--- config.mk ---
export PLATFORM = sky130hd
export DESIGN_NAME = fifo_rd_stream
export DESIGN_NICKNAME = d
export VERILOG_FILES = /design/src/rtl/fifo_stream_pkg.sv /design/src/rtl/fifo_rd_skid.sv /design/src/rtl/fifo_rd_stream.sv
export SDC_FILE = /design/constraint.sdc
export NUM_CORES = 1
export LEC_CHECK = 0
export CORE_MARGIN = 2
export CORE_UTILIZATION = 45
export DETAILED_ROUTE_END_ITERATION = 12
export GPL_TIMING_DRIVEN = 0
export PLACE_DENSITY_LB_ADDON = 0.05
export SETUP_SLACK_MARGIN = 0.1
export SLEW_MARGIN = 0
export SYNTH_ARGS = -nofsm -noshare
export SYNTH_HDL_FRONTEND = slang
export SYNTH_SLANG_ARGS = --single-unit
--- constraint.sdc ---
create_clock -name rclk -period 3.55 [get_ports rclk]
set_clock_uncertainty 0.15 [all_clocks]
set_input_delay 1.065 -clock rclk [delete_from_list [all_inputs] [get_ports rclk]]
set_output_delay 1.065 -clock rclk [all_outputs]
set_load 0.02 [all_outputs]
--- src/rtl/fifo_stream_pkg.sv ---
// Shared types for the async-FIFO read-side stream stage.
// Pure typedefs and constants; no latency, no flow control.
package fifo_stream_pkg;
  localparam int DEF_DW = 32;

  typedef struct packed {
    logic [DEF_DW-1:0] data;
    logic              last;
  } stream_beat_t;

  typedef logic [1:0] occ_t;
endpackage

--- src/rtl/fifo_rd_skid.sv ---
// 2-entry in-order shift buffer; a push lands in the first free slot, a pop shifts entry 1 to the head.
// Latency: a push into an empty buffer is on head one edge later; push is refused upstream at occ=2.
module fifo_rd_skid #(
  parameter int W = fifo_stream_pkg::DEF_DW + 1
) (
  input  logic         clk,
  input  logic         rst_n,
  input  logic         push,
  input  logic [W-1:0] din,
  input  logic         pop,
  output logic [1:0]   occ,
  output logic [W-1:0] head
);
  import fifo_stream_pkg::*;

  occ_t         occ_q;
  logic [W-1:0] ent0;
  logic [W-1:0] ent1;

  always_ff @(posedge clk) begin
    if (!rst_n) begin
      occ_q <= '0;
      ent0  <= '0;
      ent1  <= '0;
    end else begin
      unique case ({push, pop})
        2'b10: begin
          if (occ_q == 2'd0) ent0 <= din;
          else               ent1 <= din;
          occ_q <= occ_q + 2'd1;
        end
        2'b01: begin
          ent0  <= ent1;
          occ_q <= occ_q - 2'd1;
        end
        // Occupancy is unchanged; with one entry the new word replaces the leaving head.
        2'b11: begin
          if (occ_q == 2'd1) begin
            ent0 <= din;
          end else begin
            ent0 <= ent1;
            ent1 <= din;
          end
        end
        default: ;
      endcase
    end
  end

  assign occ  = occ_q;
  assign head = ent0;

  assert property (@(posedge clk) disable iff (!rst_n) !(push && occ_q == 2'd2));
  assert property (@(posedge clk) disable iff (!rst_n) !(pop && occ_q == 2'd0));
  assert property (@(posedge clk) disable iff (!rst_n) occ_q <= 2'd2);
endmodule

--- src/rtl/fifo_rd_stream.sv ---
// Drains a show-ahead FIFO into a valid/ready stream, tagging the last word of each fixed-length frame.
// Latency: pop at edge N is on m_data at edge N+1; m_ready low holds outputs and stops pops at 2 buffered.
module fifo_rd_stream #(
  parameter int DW        = fifo_stream_pkg::DEF_DW,
  parameter int FRAME_LEN = 16,
  parameter int FCW       = 16
) (
  input  logic           rclk,
  input  logic           rrst_n,
  input  logic           en,
  input  logic [DW-1:0]  rdata,
  input  logic           rempty,
  output logic           rinc,
  output logic [DW-1:0]  m_data,
  output logic           m_valid,
  output logic           m_last,
  input  logic           m_ready,
  output logic [FCW-1:0] frame_cnt,
  output logic           busy
);
  import fifo_stream_pkg::*;

  localparam int             BCW       = 16;
  localparam logic [BCW-1:0] LAST_BEAT = BCW'(FRAME_LEN - 1);

  occ_t           occ;
  logic [DW:0]    head;
  logic [BCW-1:0] beat_cnt;
  logic [FCW-1:0] frame_q;
  logic           accept;
  logic           tag_last;

  // Registered occupancy only: an output pop in the same cycle does not free a slot early.
  assign rinc     = rrst_n & en & ~rempty & (occ < 2'd2);
  assign accept   = m_valid & m_ready;
  assign tag_last = (beat_cnt == LAST_BEAT);

  fifo_rd_skid #(.W(DW + 1)) u_skid (
    .clk   (rclk),
    .rst_n (rrst_n),
    .push  (rinc),
    .din   ({rdata, tag_last}),
    .pop   (accept),
    .occ   (occ),
    .head  (head)
  );

  assign m_valid = (occ != 2'd0);
  assign m_data  = head[DW:1];
  assign m_last  = head[0];

  always_ff @(posedge rclk) begin
    if (!rrst_n) begin
      beat_cnt <= '0;
      frame_q  <= '0;
    end else begin
      if (rinc) beat_cnt <= tag_last ? '0 : beat_cnt + 1'b1;
      if (accept && m_last) frame_q <= frame_q + 1'b1;
    end
  end

  assign frame_cnt = frame_q;
  assign busy      = (occ != 2'd0) || (beat_cnt != '0);
endmodule

==> flow_summary.ini <==
[global_routing]
first_global_vias = 3655
gr-usage-all-layers_pct = 21.51
grt_first_pass_wirelength_um = 17750
antenna_found_initial = 0
grt-ovfl-total = 0
grt_max_degree = 20

[worst_setup_path]
cp.arrival_ns = 2.15
setup.worst_path.end_class = output pin
cp_num_buf_inv = 3
cp.required_ns = 2.33
cp-start-kind = input pin
crit_type = in2out
crit_chain = clkdlybuf4s50_1 -> and4bb_2 -> buf_6 -> buf_2
cp_top_family = buffers and inverters
reg2reg_slack_ns = 0.79
critPathSlowestCell = clkdlybuf4s50_1
cpPeakStageDelay_ns = 0.48
critPathMaxFanout = 19

[logic_synthesis]
synth_top_family_by_area = simple AND/OR/NAND/NOR gates
yosys-top-cells-area = dfxtp_1 (47%), nand2_1 (7.7%), a221oi_1 (6.8%)
syn_avg_cell_area_um2 = 8.563
synthTopCellsByCount = dfxtp_1 (100), nand2_1 (88), nor2_1 (47)
syn_inst = 499
yosysSeqAreaShare_pct = 46.85
ys_types = 41
synth_edf_count = 0
synth_xor_area_share_pct = 3.690
syn_nets = 544
yosysTopAreaCell = dfxtp_1
synth_simple_gate_area_share_pct = 21.84
synth_compound_area_share_pct = 21.20
synth_top_area_share_pct = 46.85
synth-warning-count = 0
async_flop_share_pct = 0
synth_most_common_cell = dfxtp_1
synth_fa_ha_area_share_pct = 2.343
synth.area.mux_share_pct = 0.2343
synth-main-ff-cell = dfxtp_1
synth_seq_cells = 100
syn-cell-area_um2 = 4273

[floorplan]
io_pins = 89
rows = 35
die_y_um = 101.4
initial_core_util_pct = 46.24
die_area_um2 = 10290
dieWidth_um = 101.4
fp.coreArea_um2 = 9240

[pwr]
finalPower_uw = 2715
p_switching_uw = 898.6
cellLeakagePower_uw = 0.001998
clkPwrFrac_pct = 25.4
switching_share_pct = 33.09
p_int_uw = 1817
vdd_drop_max_uv = 262.6
p_per_area_nw_per_um2 = 494.3
seq_power_share_pct = 47.9
p_comb_share_pct = 26.7

[sta]
fin_crit_sh_pct = 94.68
final_hold_viol_count = 0
rsz0062_at_grt = no
max_freq_mhz = 297.5
slew_headroom_pct = 62.06
setup_violations = 0
worst_pin_slew_ns = 0.5691
layout_min_cycle_time_ns = 3.361
fin_ws_ns = 0.1890
final_max_slew_viol_count = 0
whs_ns = 0.3199

[final_layout]
layout-drive-gt1-share_pct = 3.993
fillerInstances = 893
finalCoreUtilization_pct = 59.46
area_growth_pct = 28.58
nets = 642
antenna_cells = 0

[routing]
ant_nets = 0
route.met2.wl_um = 5278
wl_met3_um = 475
drtIter0Drc = 125
vias_per_cell = 5.382
vias = 3929
dr.pass1.iters = 6
wl_um = 10590
routed.top_layer = met4
post-route-drc-count = 0
wl_per_cell_um = 14.51
met1Wirelength_um = 4745

[clock_tree]
post_cts_buffers = 0
cts_root_buffer = clkbuf_8
clk_path_buf_depth = 2
cts.htree.levels = 3
ctsHoldBuffers = 0
cts_tree = done
path_clk_slew_ns = 0.10
cts_buffers = 9
clock-sinks = 100
clock_latency_ns = 0.37

[worst_hold_path]
hp-class = reg2reg

[status]
status = finished clean

[job]
drv_cap = 0

[place]
io_buffers = 88
gp_congestion = 0.7983
dp_hpwl_um = 7505
pre_cts_slack_ns = -0.7812
==> per-stage QoR <==
step	instances	TNS, ns	cell area (um^2)
detailed placement	716	-30.69	5315
global placement	716	-29.37	5315
CTS	730	0	5492
finish	730	0	5494
global route	730	0	5494
floorplan	499	0	4273
==> power groups by stage <==
stage               logic [uW]  clock network [uW]  registers (uW)
floorplan                  294                   0            1420
global placement           723                   0            1330
finish                     725                 689            1300
CTS                        733                 707            1300
global route               799                 752            1310
detailed placement         730                   0            1330
==> cell families (layout without fill, tap and decap cells) <==
family          after synthesis  in the layout
xor+xnor                     18             18
simple gates                198            198
flops                       100            100
buf+inv                      42            144
mux                           1              1
compound gates              132            132
fa+ha+maj                     8              8
==> layout by cell type, fill, tap and decap left out, types with 3 or more instances in the layout <==
cell type,synthesis,routed
a21boi_0,35,35
a21oi_1,11,11
a221oi_1,33,33
and2_1,9,9
and3_1,3,3
and4_1,4,4
clkbuf_1,28,27
clkbuf_8,0,9
clkdlybuf4s50_1,0,86
dfxtp_1,100,100
ha_1,8,8
inv_1,10,10
nand2_1,88,88
nand3_1,13,13
nand4_1,9,9
nor2_1,47,47
nor4_1,4,4
o21ai_0,44,44
or3_1,8,8
or4_1,3,3
xnor2_1,5,5
xor2_1,13,13
==> worst register-to-register path, delay by kind of cell, from the launching register on <==
family / cells / cell delay, ns
AOI/OAI and AO/OA: 2 / 0.42
and+or+nand+nor: 3 / 0.36
buffers and inverters: 4 / 0.86
DFF: 1 / 0.38
adders and majority gates: 2 / 0.53
==> repair_timing <==
item                       CTS  global route
gates resized for setup      6             1
setup endpoints to repair   63             1
cloned                       0             0
==> registers in the layout, indices dropped and copies added, names as in the netlist <==
name,flops
u_skid.occ,2
u_skid.ent1,33
frame_cnt,16
beat_cnt,16
u_skid.head,33
==> cell type report <==
type	instances	area [um^2]	share of cell area (%)
sequential	100	2002	36.44
clock buffer	9	123.9	2.255
timing repair buffer	88	878.3	15.99
inverter	11	41.29	0.7515
buffer	30	125.1	2.277
clock inverter	6	55.05	1.002
tap	129	161.4	2.938
multi-input combinational	357	2107	38.35
==> routing by layer <==
layer,track usage [%],up-vias
met4,5.613,0
met5,0,-
li1,-,1961
met1,27.51,1868
met3,5.245,10
met2,36.47,90
==> worst paths after layout <==
path | start | to | depth (start not counted)
max | rrst_n | rinc | 4
min | u_skid.ent1[28] | u_skid.ent1[28] | 2
max reg2reg | u_skid.occ[1] | u_skid.head[26] | 11
min reg2reg | u_skid.ent1[28] | u_skid.ent1[28] | 2
(Power assumes the default switching activity.)
==> RTL change, RTL diff (config.mk and constraints unchanged) <==
Change the parameter `FCW` from 16 to 17.
--- a/src/rtl/fifo_rd_stream.sv
+++ b/src/rtl/fifo_rd_stream.sv
@@ -5,3 +5,3 @@
   parameter int FRAME_LEN = 16,
-  parameter int FCW       = 16
+  parameter int FCW       = 17
 ) (
Interface: changed (resized frame_cnt); port bits go from 89 to 90. The function was not compared with the original's and may differ.
==> RTL change against the unedited design <==
- via count grew 0.71%
- design area shrank 1.4%
- non-clock buffer count grew 2
- clock power grew 3%
- critical path depth is the same
- register-to-register slack gained 0.03 ns
- sequential power grew 11%
- synthesized area shrank 1.8%
- hold slack lost 0.0091 ns
- setup slack gained 0.018 ns
- sequential cell count grew 1
- synthesized cell count grew 0.60%
- wire length shrank 1.2%
- total power grew 25%
- largest cell class is now sequential cells
- highest routed layer unchanged
==> RTL change: results (changes against the unedited design) <==
| Metric | Value |
|---|---|
| Synth cell count leaders | dfxtp_1 (101), nand2_1 (86), nor2_1 (55), a21oi_1 (47), o21ai_0 (41) |
| Number of global-route vias before repair | 3712 (+1.6%) |
| Outcome | finished, final reports clean |
| Register share of total power | 0.423 (-0.056) |
| Combinational logic power | 1.26 mW (+74%) |
| GR Util met2 | 0.363 (-0.00167) |
| Share of cells above drive strength 1 | 0.0396 (-0.000329) |
| Met1 wire length | 4780 um (+0.76%) |
| Synth top area cells | dfxtp_1 (48%), nand2_1 (7.7%), a221oi_1 (6.9%), a21oi_1 (5.6%), nor2_1 (4.9%) |
| DR vias | 3957 (+0.71%) |
| Multi-input gates | 358 (+0.28%) |
| #FFs+latches synth | 101 (+1.0%) |
| Sequential share of the synthesized area | 0.482 (+0.0131) |
| Synth cell types | 39 (-4.9%) |
| PortBufs | 89 (+1.1%) |
| VDD IR max | 301 uV (+15%) |
| First-pass GRT wire length | 17500 um (-1.6%) |
| Syn_nets | 547 (+0.55%) |
| Initial DRC count | 175 (+40%) |
| Register area | 0.00202 sq mm (+1.0%) |
| Final clock-cell share | 0.0351 (+0.00255) |
| Crit-path max cell delay | 0.39 ns (-0.09 ns) |
| Layout fillers | 858 (-3.9%) |
| Total Wirelength | 10500 um (-1.2%) |
| Multi-input combinational cell area | 0.00201 sq mm (-4.6%) |
| Overall power | 3.41 mW (+25%) |
| Met3 WL | 440 um (-7.4%) |
| WL per Instance | 14.6 um (+0.57%) |
==> RTL change: worst paths after layout <==
kind / endpoint / slack (ns) / depth (start not counted)
hold reg to reg: u_skid.ent1[2] / 0.31 / 2
hold / removal: u_skid.ent1[2] / 0.31 / 2
setup reg to reg: u_skid.head[32] / 0.82 / 11
setup / recovery: rinc / 0.21 / 4
==> RTL change: cells by family (layout without fill, tap and decap cells) <==
| kind of cell | count (synthesis) | in the layout | share of synthesized area |
|---|---|---|---|
| muxes | 2 | 2 | 0.00477 |
| DFF | 101 | 101 | 0.482 |
| and+or+nand+nor | 198 | 198 | 0.217 |
| adders and majority gates | 8 | 8 | 0.0238 |
| AOI/OAI and AO/OA | 131 | 131 | 0.194 |
| buffers and inverters | 43 | 147 | 0.0393 |
| xor gates and xnor gates | 19 | 19 | 0.0396 |
==> RTL change: metrics by stage <==
stage	TNS [ns]	setup slack (ns)
global route	0	0.150
CTS	0	0.111
finish	0	0.207
detailed placement	-38.13	-0.939
floorplan	0	0.261
global placement	-34.54	-0.900
